--- config.mk ---
export PLATFORM = sky130hd
export DESIGN_NAME = ui_sub_arbiter_flat
export DESIGN_NICKNAME = d
export VERILOG_FILES = /design/src/rtl/ui_sub_arbiter_if.sv /design/src/rtl/ui_sub_arbiter.sv /design/src/flat_wrapper.sv
export SDC_FILE = /design/constraint.sdc
export NUM_CORES = 1
export LEC_CHECK = 0
export ABC_AREA = 0
export CELL_PAD_IN_SITES_DETAIL_PLACEMENT = 1
export CELL_PAD_IN_SITES_GLOBAL_PLACEMENT = 2
export CORE_ASPECT_RATIO = 1.25
export CORE_UTILIZATION = 21
export DETAILED_ROUTE_END_ITERATION = 12
export PLACE_DENSITY_LB_ADDON = 0.1
export SLEW_MARGIN = 0
export SYNTH_ARGS = -nofsm -noshare
export SYNTH_HDL_FRONTEND = slang
export SYNTH_SLANG_ARGS = --single-unit
--- constraint.sdc ---
create_clock -name clk -period 6.83 [get_ports clk]
set_input_delay 1.0245 -clock clk [delete_from_list [all_inputs] [get_ports clk]]
set_output_delay 1.0245 -clock clk [all_outputs]
set_load 0.02 [all_outputs]
--- src/rtl/ui_sub_arbiter_if.sv ---
// rtl/ui_sub_arbiter_if.sv - request/result bundle for the shared subtractor arbiter
interface ui_sub_arbiter_if #(
  parameter int N   = 64,
  parameter int R   = 4,
  parameter int IDW = 2
);
  logic [R-1:0]   req_valid;
  logic [R*N-1:0] req_a;
  logic [R*N-1:0] req_b;
  logic [R-1:0]   req_ready;
  logic           res_valid;
  logic [N-1:0]   res_c;
  logic           res_borrow;
  logic [IDW-1:0] res_id;
  logic           res_ready;

  modport master (
    output req_valid, req_a, req_b, res_ready,
    input  req_ready, res_valid, res_c, res_borrow, res_id
  );

  modport slave (
    input  req_valid, req_a, req_b, res_ready,
    output req_ready, res_valid, res_c, res_borrow, res_id
  );
endinterface

--- src/rtl/ui_sub_arbiter.sv ---
// rtl/ui_sub_arbiter.sv - round-robin shared N-bit subtractor, two-stage pipeline
module ui_sub_arbiter #(
  parameter int N   = 64,
  parameter int R   = 4,
  parameter int IDW = 2
) (
  input  logic              clk,
  input  logic              rst,
  ui_sub_arbiter_if.slave   bus,
  output logic              busy
);
  logic           s1_valid, s2_valid;
  logic [N-1:0]   s1_a, s1_b;
  logic [IDW-1:0] s1_id;
  logic [N-1:0]   s2_c;
  logic           s2_borrow;
  logic [IDW-1:0] s2_id;
  logic [IDW-1:0] ptr;

  logic           s2_load, s1_accept;
  logic           grant_any, take;
  logic [IDW-1:0] grant_id;
  logic [R-1:0]   grant;
  int             idx;
  int             sel;

  assign s2_load   = s1_valid & (~s2_valid | bus.res_ready);
  assign s1_accept = ~s1_valid | s2_load;

  // Search starts at ptr and wraps at R, so non-power-of-two R never probes a phantom slot.
  always_comb begin
    grant_any = 1'b0;
    grant_id  = '0;
    idx       = 0;
    for (int k = 0; k < R; k++) begin
      idx = int'(ptr) + k;
      if (idx >= R) idx = idx - R;
      if (!grant_any && bus.req_valid[idx]) begin
        grant_any = 1'b1;
        grant_id  = IDW'(idx);
      end
    end
  end

  always_comb begin
    grant = '0;
    for (int i = 0; i < R; i++) begin
      grant[i] = !rst && s1_accept && grant_any && (grant_id == IDW'(i));
    end
  end

  assign take = |grant;
  assign sel  = int'(grant_id) * N;

  always_ff @(posedge clk or posedge rst) begin
    if (rst) begin
      s1_valid <= 1'b0;
      s1_a     <= '0;
      s1_b     <= '0;
      s1_id    <= '0;
      ptr      <= '0;
    end else if (take) begin
      s1_valid <= 1'b1;
      s1_a     <= bus.req_a[sel +: N];
      s1_b     <= bus.req_b[sel +: N];
      s1_id    <= grant_id;
      ptr      <= (grant_id == IDW'(R - 1)) ? '0 : grant_id + IDW'(1);
    end else if (s2_load) begin
      s1_valid <= 1'b0;
    end
  end

  always_ff @(posedge clk or posedge rst) begin
    if (rst) begin
      s2_valid  <= 1'b0;
      s2_c      <= '0;
      s2_borrow <= 1'b0;
      s2_id     <= '0;
    end else if (s2_load) begin
      s2_valid  <= 1'b1;
      s2_c      <= s1_a - s1_b;
      s2_borrow <= (s1_a < s1_b);
      s2_id     <= s1_id;
    end else if (bus.res_ready && s2_valid) begin
      s2_valid  <= 1'b0;
    end
  end

  assign bus.req_ready  = grant;
  assign bus.res_valid  = s2_valid;
  assign bus.res_c      = s2_c;
  assign bus.res_borrow = s2_borrow;
  assign bus.res_id     = s2_id;
  assign busy           = s1_valid | s2_valid;
endmodule

--- src/flat_wrapper.sv ---
// flat-port wrapper written by rule: the top's interface ports become plain ports
module ui_sub_arbiter_flat 
#(
  parameter int N   = 64,
  parameter int R   = 4,
  parameter int IDW = 2
)
  (clk, rst, busy, bus_req_valid, bus_req_a, bus_req_b, bus_res_ready, bus_req_ready, bus_res_valid, bus_res_c, bus_res_borrow, bus_res_id);
  ui_sub_arbiter_if #(.N(N), .R(R), .IDW(IDW)) bus_i ();
  input  logic clk;
  input  logic rst;
  output logic busy;
  input wire logic [$bits(bus_i.req_valid)-1:0] bus_req_valid;
  input wire logic [$bits(bus_i.req_a)-1:0] bus_req_a;
  input wire logic [$bits(bus_i.req_b)-1:0] bus_req_b;
  input wire logic [$bits(bus_i.res_ready)-1:0] bus_res_ready;
  output wire logic [$bits(bus_i.req_ready)-1:0] bus_req_ready;
  output wire logic [$bits(bus_i.res_valid)-1:0] bus_res_valid;
  output wire logic [$bits(bus_i.res_c)-1:0] bus_res_c;
  output wire logic [$bits(bus_i.res_borrow)-1:0] bus_res_borrow;
  output wire logic [$bits(bus_i.res_id)-1:0] bus_res_id;
  assign bus_i.req_valid = bus_req_valid;
  assign bus_i.req_a = bus_req_a;
  assign bus_i.req_b = bus_req_b;
  assign bus_i.res_ready = bus_res_ready;
  assign bus_req_ready = bus_i.req_ready;
  assign bus_res_valid = bus_i.res_valid;
  assign bus_res_c = bus_i.res_c;
  assign bus_res_borrow = bus_i.res_borrow;
  assign bus_res_id = bus_i.res_id;
  ui_sub_arbiter #(.N(N), .R(R), .IDW(IDW)) u_core (.clk(clk), .rst(rst), .bus(bus_i), .busy(busy));
endmodule
==> results.cfg, run 1 <==
[clock_tree]
clkSinkCount = 201
cts_resized = 0
clk_latency_ps = 540
clk_pin_slew_ps = 60
cts.htree.levels = 1
ctsHoldBuffers = 0
cts_root_buffer = clkbuf_16
clk_path_buf_depth = 3
cts_setup_buffers = 0
cts_buffers = 26
cts_tree = done

[sta]
min_period_ps = 4470
holdWs_ps = 473
maxSlewHeadroom = 0.354
setup_violations = 0
maxSlewViolCount = 0
fmax_mhz = 224
skew_ps = 11.9
fin_crit_sh = 0.655
finalHoldViolations = 0
tns_ps = 0
rsz0062_at_grt = false
worst_slew_pin_slew_ps = 969

[logic_synthesis]
synth_warnings = 0
synthCells = 2305
yosysTopAreaCell = dfrtp_1
avgSynthCellArea_um2 = 6.67
syn-num-nets = 2893
synthArstFlopShare = 1.00
synthFlopType = dfrtp_1
synth_seq_cells = 201
synthesis.area_um2 = 15400
synth_edf_count = 0
synth.distinct_cells = 73
ys_seq_area_frac = 0.327
synth_top_area_share = 0.327
ys_top_cells_by_area = dfrtp_1 (33%), nand2_1 (22%), o21ai_0 (11%)

[flow_run]
drv_cap = 0

[die]
rows = 110
coreArea_um2 = 72300
ios = 592
die-width_um = 244
fp.dieArea_um2 = 74300
start_util = 0.213
die_h_um = 304

[power_and_ir_drop]
clkPwrFrac = 0.125
swShare = 0.508
worst_ir_drop_vdd_mv = 0.206
power.density_nw_per_um2 = 500
seqPwrFrac = 0.190
internal-power_mw = 5.65
combPwrFrac = 0.684
leakage_nw = 10.1
p_sw_mw = 5.83

[layout]
layout.nets = 3368
fin_util = 0.318
antenna_cells = 0
areaGrowthSynthToFinish_pct = 49.5
drive_above_1_share = 0.0304

[drt]
drc_errors = 0
dr.pass1.iters = 4
wire_per_inst_um = 17.9
via_per_inst = 4.54
vias = 17000
antenna_left = 0
drtIter0Drc = 656
finalWirelength_um = 67200

[place]
globalplace.congestion = 0.819
io_buffers = 591
dp_hpwl_um = 53400

[critical_path]
rr_worst_depth = 11
critPathLaunchType = input port
end_kind = output port
crit_chain = clkdlybuf4s50_1 -> inv_1 -> nand2_1 -> a21oi_1 -> o22a_4 -> inv_8 -> ha_1 -> and2_1 -> clkdlybuf4s50_1
critPathRequiredTime_ps = 5810
worst_path_max_delay_cell = clkdlybuf4s50_1
slowest_delay_ps = 640
path_common_cell = clkdlybuf4s50_1
crit_fanout = 61
cp.arrival_ps = 3450
criticalPathCategory = in -> out

[worst_hold_path]
hold_path_depth = 2
hp-class = reg -> reg

[grt]
grt.total_usage = 0.176
grt_max_degree = 137
grt_pass1_vias = 18100
grt-ovfl-total = 0
grt_antenna_before_repair = 0
grt_pass1_wl_um = 104000

[run_status]
outcome = finished, final reports clean
[critical path: cells and delay by family]
family                   cells  cell delay (ps)
AND/OR/NAND/NOR              2              230
buffers and inverters        4             1560
adder cells (fa/ha/maj)      1              230
AO/OA/AOI/OAI                2              380
[cell usage after synthesis (5+ instances only)]
cell type and n:
nand2_1 890, o21ai_0 350, dfrtp_1 201, nand3_1 145
clkbuf_1 137, inv_1 88, a21oi_1 83, ha_1 68
nor2_1 45, xnor2_1 34, a21o_1 27, nand4_1 27
o21bai_1 18, nor3_1 16, xor2_1 16, buf_1 15
nor2b_1 11, and2_1 9, o21a_1 9, buf_2 8
nand2b_1 8, o211ai_1 7, nor4_1 6, o31ai_1 5
or3_1 5
[metal layers]
metal | GRT usage | share of wire
met5 | 0 | 0
met4 | 0.0356 | 0.017
met3 | 0.0267 | 0.046
met2 | 0.318 | 0.50
met1 | 0.220 | 0.44
[power by group through the flow]
stage	Clock (mW)	Combinational, mW	Sequential, mW
2_1_floorplan	0	5.09	2.34
3_3_place_gp	0	7.88	2.20
3_5_place_dp	0	7.99	2.22
4_1_cts	1.50	8.03	2.20
5_1_grt	1.54	8.89	2.28
6_report	1.44	7.85	2.19
[cell usage in the layout (no fill, tap or decap), types with 7 or more instances in the layout]
master and n:
o21a_1 9, buf_4 12, o211ai_1 7, clkinv_2 7
xor2_1 16, nor2b_1 11, nand2b_1 8, o21ai_0 350
nand2_1 889, o21bai_1 18, inv_1 87, a21oi_1 82
and2_1 9, a21o_1 27, nor2_1 45, nand4_1 27
nor3_1 16, clkbuf_16 27, dfrtp_1 201, nand3_1 145
ha_1 68, xnor2_1 34, clkdlybuf4s50_1 591
[stage by stage]
step	instances	instance area (µm²)	worst slack, ps	power [mW]
after floorplan	2305	15400	323	7.42
after global placement	3704	22100	2390	10.1
after detailed placement	3704	22100	2340	10.2
after CTS	3751	23000	2340	11.7
after global routing	3751	23000	2220	12.7
final	3751	23000	2360	11.5
[area by class of cell]
class | instances | area, µm²
clock buffer | 36 | 759
multi-input combinational | 1855 | 9430
timing repair buffer | 607 | 6090
sequential | 201 | 5030
clock inverter | 11 | 133
fill | 8922 | 49300
tap | 952 | 1190
inverter | 89 | 349
[registers in the layout, summed over array words and instances (netlist names)]
name                   flops
u_core.s1_b               64
u_core.bus.res_c          64
u_core.s1_a               64
u_core.s1_id               2
u_core.ptr                 2
u_core.bus.res_borrow      1
u_core.bus.res_id          2
u_core.s1_valid            1
u_core.bus.res_valid       1
[path summary, 6_finish.rpt]
path | from | end | slack (ps)
setup / recovery | bus_req_valid[1] | bus_req_ready[0] | 2360
hold / removal | u_core.bus.res_c[25] | u_core.bus.res_c[25] | 470
setup reg to reg | u_core.s1_b[0] | u_core.bus.res_borrow | 2780
hold reg to reg | u_core.bus.res_c[25] | u_core.bus.res_c[25] | 470
max in group asynchronous | rst | u_core.s1_a[19] | 4300
min in group asynchronous | rst | u_core.s1_a[61] | 1220
[cell families after synthesis]
logic type               Yosys count  synth area share
AND/OR/NAND/NOR                 1176             0.315
AO/OA/AOI/OAI                    557             0.209
buffers and inverters            249            0.0615
flip-flops                       201             0.327
adder cells (fa/ha/maj)           69            0.0567
XOR/XNOR                          50            0.0285
multiplexers                       3           0.00204
Power figures use the tool's default switching activity.
==> run 2, diff against run 1 <==
Settings changed: CORE_UTILIZATION 21 to 23.
Clock period 6.83 ns to 4.45 ns, I/O delays scaled along.
==> run 2 against run 1 <==
  * Clock skew increased by 5.0 ps
  * Via count is 0.29% higher
  * Critical endpoint is now bus_req_ready[1]
  * Power rose by 54%
  * Sequential power rose by 53%
  * Wire length fell by 3.2%
  * Sequential share of layout area up 0.087 points
  * Count of clock-buffer cells in the layout down 7
  * Flip-flop and latch count unchanged
  * Largest cell class unchanged
  * Non-clock buffer count stayed put
  * Combinational power up 54%
  * Clock power grew 53%
  * Final area decreased by 0.40%
==> results.cfg, run 2 (synthesized netlist as in run 1, its figures left out) <==
[power_and_ir_drop]
combPwrFrac = 0.684
clkPwrFrac = 0.125
finalPower_mw = 17.6
worst_ir_drop_vdd_mv = 0.616
p_sw_mw = 8.96
seqPwrFrac = 0.190
power.density_nw_per_um2 = 771
swShare = 0.508
leakage_nw = 10.1
internal-power_mw = 8.68

[clock_tree]
cts_tree = done
clkSinkCount = 201
clk_pin_slew_ps = 60
clk_path_buf_depth = 3
cts_setup_buffers = 0
clk_latency_ps = 540
cts_buffers = 25
cts_root_buffer = clkbuf_16
ctsHoldBuffers = 0
cts_resized = 0
cts.htree.levels = 1

[die]
start_util = 0.233
fp.dieArea_um2 = 67900
die-width_um = 233
rows = 105
die_h_um = 291
ios = 592
coreArea_um2 = 65800

[critical_path]
r2r-end = u_core.bus.res_borrow
rr_worst_depth = 11
end_kind = output port
cp.arrival_ps = 3020
crit_fanout = 48
regToRegSetupSlack_ps = 810
crit_chain = clkdlybuf4s50_1 -> inv_1 -> nand2_1 -> a21oi_1 -> o22a_4 -> inv_8 -> ha_1 -> and2_1 -> clkdlybuf4s50_1
criticalPathCategory = in -> out
rr_startpoint = u_core.s1_b[0]
critPathLaunchType = input port
slowest_delay_ps = 680
critPathRequiredTime_ps = 3780
path_common_cell = clkdlybuf4s50_1
worst_path_max_delay_cell = clkdlybuf4s50_1

[sta]
maxSlewViolCount = 0
fin_crit_sh = 0.829
fmax_mhz = 271
finalHoldViolations = 0
rsz0062_at_grt = false
setup_violations = 0
holdWs_ps = 479
tns_ps = 0
worst_slew_pin_slew_ps = 933
maxSlewHeadroom = 0.378
min_period_ps = 3690
skew_ps = 16.9
layout_setup_ws_ps = 760

[drt]
wire_per_inst_um = 17.8
drc_errors = 0
dr.pass1.iters = 4
vias = 17100
drtIter0Drc = 599
finalWirelength_um = 65000
via_per_inst = 4.67
antenna_left = 0

[grt]
grt_pass1_wl_um = 100000
grt_max_degree = 178
grt-ovfl-total = 0
grt_antenna_before_repair = 0
grt_pass1_vias = 18100
grt.total_usage = 0.186

[place]
io_buffers = 591
globalplace.congestion = 0.790
dp_hpwl_um = 51500
place_ws_ps = 658

[layout]
final_cell_mix = nand2_1 (889), clkdlybuf4s50_1 (591), o21ai_0 (350), dfrtp_1 (201), nand3_1 (145)
areaGrowthSynthToFinish_pct = 48.9
final_common_cell = nand2_1
fin_util = 0.348
drive_above_1_share = 0.0300
layout.nets = 3367
antenna_cells = 0

[run_status]
outcome = finished, final reports clean

[flow_run]
drv_cap = 0

[worst_hold_path]
hold_start = u_core.s1_b[11]
hold_path_depth = 2
hold_end = u_core.s1_b[11]
hp-class = reg -> reg
==> run 2: cell count changes in the layout (fill, tap and decap cells not counted) <==
cell        before  now
clkinvlp_4       1    6
buf_12           4    8
buf_4           12    8
clkbuf_8         5    1
bufinv_16        3    5
clkbuf_16       27   25
clkinv_2         7    5
clkbuf_1         4    3
==> run 2: area by class of cell <==
class / instances / area [µm²]
fillers: 8175 / 42900
multi-input cells: 1855 / 9430
repair buffers: 607 / 6140
flip-flops and latches: 201 / 5030
well taps: 856 / 1070
clock buffers: 29 / 651
inverters: 89 / 345
clock inverters: 16 / 224
==> run 2: worst max path at each step <==
stage | depth (start not counted) | endpoint | slack, ps | start
2_1_floorplan | 16 | u_core.s1_a[32] | 660 | bus_req_valid[0]
3_3_place_gp | 9 | bus_req_ready[0] | 750 | bus_req_valid[1]
3_5_place_dp | 12 | u_core.s1_a[3] | 660 | bus_req_valid[1]
4_1_cts | 9 | bus_req_ready[1] | 680 | bus_req_valid[1]
5_1_grt | 11 | u_core.bus.res_borrow | 480 | u_core.s1_b[0]
6_report | 9 | bus_req_ready[1] | 760 | bus_req_valid[1]
==> run 2: critical path, delay by kind of cell <==
| kind | cells | cell delay [ps] |
|---|---|---|
| and+or+nand+nor | 2 | 230 |
| AOI/OAI and AO/OA | 2 | 390 |
| buffers and inverters | 4 | 1540 |
| adders and majority gates | 1 | 190 |
==> run 2: power groups by stage <==
| stage | Clock (mW) | Sequential, mW | Combinational [mW] |
|---|---|---|---|
| 3_3_place_gp | 0 | 3.37 | 12.1 |
| 2_1_floorplan | 0 | 3.59 | 7.81 |
| 3_5_place_dp | 0 | 3.40 | 12.3 |
| 4_1_cts | 2.30 | 3.37 | 12.4 |
| 6_report | 2.21 | 3.35 | 12.1 |
| 5_1_grt | 2.36 | 3.48 | 13.7 |
==> run 2: metrics by stage <==
stage                     std cells  area, µm²
after floorplan                2305      15400
final                          3653      22900
after global placement         3608      22000
after CTS                      3653      22900
after global routing           3653      22900
after detailed placement       3608      22000
==> run 2: routing by layer <==
metal | vias to the layer above | GRT usage | share of wire
met5 | - | 0 | 0
met4 | 0 | 0.0316 | 0.012
met3 | 38 | 0.0334 | 0.058
met2 | 384 | 0.340 | 0.50
met1 | 8015 | 0.227 | 0.43
li1 | 8636 | - | -
